--- src/rtl/fwd_hazard_unit.sv ---
// Forwarding selects, load-use stall FSM and single-entry multi-cycle scoreboard for the RV32I pipeline.
// Optional FWD_STATS_EN macro adds free-running stall-cycle counters ld_stall_cnt / mc_stall_cnt.
module fwd_hazard_unit #(
   parameter int NUM_SRC  = 2,
   parameter int RA_W     = 5,
   parameter int LD_STALL = 1,
   parameter int MC_LAT   = 4
) (
   input  logic                    clk,
   input  logic                    rst,
   input  logic [NUM_SRC*RA_W-1:0] ex_rs,
   input  logic [NUM_SRC*RA_W-1:0] id_rs,
   input  logic                    id_valid,
   input  logic [RA_W-1:0]         id_ex_rd,
   input  logic                    id_ex_memRead,
   input  logic [RA_W-1:0]         ex_mem_rd,
   input  logic                    ex_mem_regWrite,
   input  logic [RA_W-1:0]         mem_wb_rd,
   input  logic                    mem_wb_regWrite,
   input  logic                    mc_issue,
   input  logic [RA_W-1:0]         mc_rd,
   output logic [2*NUM_SRC-1:0]    fwd_sel,
   output logic                    stall,
   output logic                    flush_ex,
   output logic                    mc_busy,
   output logic                    mc_err
`ifdef FWD_STATS_EN
   ,
   output logic [31:0]             ld_stall_cnt,
   output logic [31:0]             mc_stall_cnt
`endif
);

   localparam int LDW = $clog2(LD_STALL + 1);
   localparam int MCW = $clog2(MC_LAT + 1);

   typedef enum logic {IDLE, LDS} ld_state_e;

   ld_state_e           state_q;
   logic [LDW-1:0]      ld_cnt_q;
   logic [MCW-1:0]      mc_cnt_q, mc_cnt_d;
   logic [RA_W-1:0]     mc_rd_q, mc_rd_d;
   logic                mc_err_q, mc_err_d;

   logic [2*NUM_SRC-1:0] fwd_w;
   logic                 ld_match, mc_match;
   logic                 ld_hit, mc_hit, mc_busy_w, ld_stall_w, stall_w;

   always_comb begin
      fwd_w    = '0;
      ld_match = 1'b0;
      mc_match = 1'b0;
      for (int i = 0; i < NUM_SRC; i++) begin
         if (ex_mem_regWrite && (ex_mem_rd != '0) && (ex_mem_rd == ex_rs[i*RA_W +: RA_W]))
            fwd_w[2*i +: 2] = 2'b10;
         else if (mem_wb_regWrite && (mem_wb_rd != '0) && (mem_wb_rd == ex_rs[i*RA_W +: RA_W]))
            fwd_w[2*i +: 2] = 2'b01;
         if (id_rs[i*RA_W +: RA_W] == id_ex_rd) ld_match = 1'b1;
         if (id_rs[i*RA_W +: RA_W] == mc_rd_q)  mc_match = 1'b1;
      end
   end

   assign mc_busy_w  = (mc_cnt_q != '0);
   assign ld_hit     = id_valid & id_ex_memRead & (id_ex_rd != '0) & ld_match;
   assign mc_hit     = id_valid & mc_busy_w & (mc_rd_q != '0) & mc_match;
   // A load already in LDS has been replaced by a bubble, so ld_hit is not consulted there.
   assign ld_stall_w = ((state_q == IDLE) & ld_hit) | (state_q == LDS);
   assign stall_w    = ld_stall_w | mc_hit;

   assign fwd_sel  = rst ? '0 : fwd_w;
   assign stall    = ~rst & stall_w;
   assign flush_ex = ~rst & stall_w;
   assign mc_busy  = ~rst & mc_busy_w;
   assign mc_err   = ~rst & mc_err_q;

   always_ff @(posedge clk) begin
      if (rst) begin
         state_q  <= IDLE;
         ld_cnt_q <= '0;
      end else begin
         case (state_q)
            IDLE: if (ld_hit && (LD_STALL > 1)) begin
               state_q  <= LDS;
               ld_cnt_q <= LDW'(LD_STALL - 1);
            end
            LDS: begin
               ld_cnt_q <= ld_cnt_q - LDW'(1);
               if (ld_cnt_q == LDW'(1)) state_q <= IDLE;
            end
            default: state_q <= IDLE;
         endcase
      end
   end

   // A second issue while busy is dropped; the pending countdown carries on untouched.
   always_comb begin
      mc_cnt_d = mc_cnt_q;
      mc_rd_d  = mc_rd_q;
      mc_err_d = mc_err_q;
      if (mc_issue && !mc_busy_w) begin
         mc_cnt_d = MCW'(MC_LAT);
         mc_rd_d  = mc_rd;
      end else begin
         if (mc_issue)  mc_err_d = 1'b1;
         if (mc_busy_w) mc_cnt_d = mc_cnt_q - MCW'(1);
      end
   end

   always_ff @(posedge clk) begin
      if (rst) begin
         mc_cnt_q <= '0;
         mc_rd_q  <= '0;
         mc_err_q <= 1'b0;
      end else begin
         mc_cnt_q <= mc_cnt_d;
         mc_rd_q  <= mc_rd_d;
         mc_err_q <= mc_err_d;
      end
   end

`ifdef FWD_STATS_EN
   logic [31:0] ld_stall_cnt_q, mc_stall_cnt_q;

   always_ff @(posedge clk) begin
      if (rst) begin
         ld_stall_cnt_q <= '0;
         mc_stall_cnt_q <= '0;
      end else begin
         if (ld_stall_w) ld_stall_cnt_q <= ld_stall_cnt_q + 32'd1;
         if (mc_hit)     mc_stall_cnt_q <= mc_stall_cnt_q + 32'd1;
      end
   end

   assign ld_stall_cnt = rst ? '0 : ld_stall_cnt_q;
   assign mc_stall_cnt = rst ? '0 : mc_stall_cnt_q;
`endif

endmodule

--- config.mk ---
export PLATFORM = sky130hd
export DESIGN_NAME = fwd_hazard_unit
export DESIGN_NICKNAME = d
export VERILOG_FILES = /design/src/rtl/fwd_hazard_unit.sv
export SDC_FILE = /design/constraint.sdc
export NUM_CORES = 1
export LEC_CHECK = 0
export CAP_MARGIN = 30
export CELL_PAD_IN_SITES_DETAIL_PLACEMENT = 1
export CELL_PAD_IN_SITES_GLOBAL_PLACEMENT = 1
export CORE_MARGIN = 2
export CORE_UTILIZATION = 26
export DETAILED_ROUTE_END_ITERATION = 16
export PLACE_DENSITY_LB_ADDON = 0.12
export SETUP_SLACK_MARGIN = 0.3
export SYNTH_ARGS = -nofsm -noshare
export SYNTH_HDL_FRONTEND = slang
export SYNTH_SLANG_ARGS = --single-unit
--- constraint.sdc ---
create_clock -name clk -period 2 [get_ports clk]
set_input_delay 0.4 -clock clk [delete_from_list [all_inputs] [get_ports clk]]
set_output_delay 0.4 -clock clk [all_outputs]
set_load 0.02 [all_outputs]
==> results_dict.tcl <==
set metrics [dict create \
    status "finished, violations left" \
    violations "setup timing" \
    hp-start "ld_cnt_q$_SDFFE_PP0P_" \
    synth_edf_count 0 \
    worst-path-max-fanout 2 \
    arrival_ns 1.78 \
    yosys_warnings 0 \
    ant_nets 0 \
    power_mw 1.38 \
    rsz0062_at_grt "true" \
    yosys_register_bits 11 \
    path_class "in2out" \
    vias_per_cell 4.65 \
    ios 55 \
    core_um2 3690 \
    drtIter0Drc 30 \
    fin_crit_ns 2.18 \
    synthesis.instances 127 \
    synth_area_um2 1010 \
    fillerInstances 460 \
    endpoint_kind "output port" \
    netlist-cell-type-count 26 \
    cts_sinks 11 \
    worstSetupStartpointType "input pin" \
    hold_depth 1 \
    final_core_util_pct 54.4 \
    r2r_cells 8 \
    ys_seq_area_share_pct 21.9 \
    die_y_um 66.2 \
    grt_overflow 0 \
    power_density_nw_per_um2 685 \
    r2r_slack_ns 0.55 \
    clk_pin_slew_ns 0.05 \
    fmax_mhz 459 \
    clk_latency_ns 0.23 \
    root_buffer "clkbuf_8" \
    rows 22 \
    cts_buffers 3 \
    die_area_um2 4390 \
    routed_wl_mm 3.99 \
    grt_max_degree 16 \
    p_leak_nw 0.910 \
    start_util_pct 27.3 \
    cts_hold_buffers 0 \
    finClkSkew_ns 0.00184 \
    postSynthAreaPerCell_um2 7.93 \
    port_buffers 54 \
    slew_viol_final 0 \
    antenna_found_initial 0 \
    clock_path_buffers 2 \
    cts.htree.levels 1 \
    synth_flop_cell "dfxtp_1" \
    fin_ws_ns -0.178 \
    slew_headroom_pct 79.5 \
    setup_violations 4 \
    design_area_um2 2010 \
    fp.dieW_um 66.2 \
    min_path_type "reg2reg" \
    synth_fp_nets 176 \
    drc 0 \
    hold_viol_final 0 \
    place.gp.congestion 0.778 \
    grt_pass1_wl_mm 6.20 \
    cts_tree "done" \
    ir_drop_v 0.000733 \
    hpwl_mm 3.15 \
    num_antenna_cells 0 \
    tightestPinTransition_ns 0.307 \
    grt_usage_pct 18.4 \
    synth-async-reset-ratio_pct 0 \
    routedWlPerCell_um 15.0 \
    drive_above_1_share_pct 41.3 \
    r2r-end "mc_rd_q[1]$_SDFFE_PP0P_" \
    fin_nets 268 \
    layout_common_cells "buf_4, xor2_1, dlygate4sd2_1" \
    cp.required_ns 1.60 \
    multi_input_area_um2 902 \
    finalCritPeriodShare_pct 109 \
    timing.rr.start "mc_cnt_q[1]$_SDFFE_PP0N_" \
    syn_to_final_growth_pct 99.4 \
    min_to "state_q$_SDFF_PP0_" \
    dr_total_vias 1237 \
    final_common_cell "buf_4" \
    first_pass_iters 2 \
    max-cap-violations 0 \
    first_global_vias 1351 \
    seq_area_um2 223 \
    placed_area_um2 1880 \
]
==> cells by family (layout without fill, tap and decap cells) <==
| logic type | count (synthesis) | count (layout) | synth area share (%) |
|---|---|---|---|
| compound gates | 16 | 16 | 10.3 |
| buf+inv | 7 | 98 | 2.98 |
| fa+ha+maj | 2 | 2 | 2.48 |
| xor+xnor | 41 | 41 | 35.7 |
| mux | 1 | 1 | 1.12 |
| flops | 11 | 11 | 21.9 |
| simple gates | 49 | 49 | 25.6 |
==> sequential cells by signal (all words and copies together) (netlist names) <==
name      flops
state_q       1
mc_rd_q       5
mc_err_q      1
mc_cnt_q      3
ld_cnt_q      1
==> worst max path at each step <==
| stage | from | endpoint | slack (ns) | cells after the start |
|---|---|---|---|---|
| 6_report | ex_mem_rd[1] | fwd_sel[2] | -0.18 | 8 |
| 2_1_floorplan | mem_wb_rd[3] | fwd_sel[0] | 0.11 | 3 |
| 3_5_place_dp | mem_wb_rd[4] | fwd_sel[2] | -0.97 | 6 |
| 5_1_grt | ex_mem_rd[1] | fwd_sel[2] | -0.23 | 8 |
| 4_1_cts | ex_mem_rd[4] | fwd_sel[2] | -0.23 | 7 |
| 3_3_place_gp | mem_wb_rd[3] | fwd_sel[0] | -0.89 | 5 |
==> worst max-delay path, stage by stage <==
cell and delay [ns]:
buf_6 0.09, or4_4 0.56, o21ai_4 0.18, buf_6 0.12
buf_6 0.09, nor3_4 0.04, nor4_4 0.12, buf_4 0.18
==> stage by stage <==
step	TNS [ns]	std cells	hold slack, ns	setup WS, ns
2_1_floorplan	0	127	0.413	0.110
3_3_place_gp	-5.10	256	0.415	-0.887
3_5_place_dp	-5.34	256	0.430	-0.969
4_1_cts	-0.752	263	0.437	-0.228
5_1_grt	-0.870	266	0.467	-0.233
6_report	-0.596	266	0.442	-0.178
==> cells in the mapped netlist (2+ instances only) <==
cell,count,area (µm²)
dfxtp_1,11,220
a21oi_1,5,25.0
nor4_1,2,12.5
xor2_1,30,263
inv_1,3,11.3
o21ai_0,2,10.0
xnor2_1,11,96.3
nand2_1,10,37.5
ha_1,2,25.0
nand3_1,7,35.0
a211oi_1,2,15.0
or4_1,6,45.0
nor4_2,2,25.0
nor2b_1,4,25.0
a22oi_1,2,15.0
clkbuf_1,3,11.3
nor3_1,6,30.0
nor2_1,11,41.3
==> layer usage <==
layer  GRT usage, %  up-vias  share of wire [%]
met5              0        -                  0
met4           4.85        0               0.58
met3           1.87        2                3.5
met2           33.5       23                 53
met1           22.9      595                 43
li1               -      617                  -
==> repair_timing <==
item | CTS | global route
resized for setup | 108 | 37
endpoints found under the hold margin | 0 | 0
pin swaps | 18 | 13
buffers inserted | 3 | 3
endpoints found under the setup margin | 8 | 7
==> layout make-up <==
| cell class | instances | area share [%] |
|---|---|---|
| clock buffers | 4 | 2.24 |
| repair buffers | 91 | 38.2 |
| multi-input cells | 109 | 44.9 |
| well taps | 48 | 2.99 |
| flip-flops and latches | 11 | 11.1 |
| inverters | 3 | 0.561 |
==> report_power, final <==
part | switching, mW | total [mW] | internal, mW | leakage (nW)
registers | 0.0430 | 0.324 | 0.281 | 0.0908
logic | 0.386 | 0.833 | 0.446 | 0.796
clock network | 0.0802 | 0.220 | 0.140 | 0.0228
total | 0.509 | 1.38 | 0.867 | 0.910
Power figures use the tool's default switching activity.
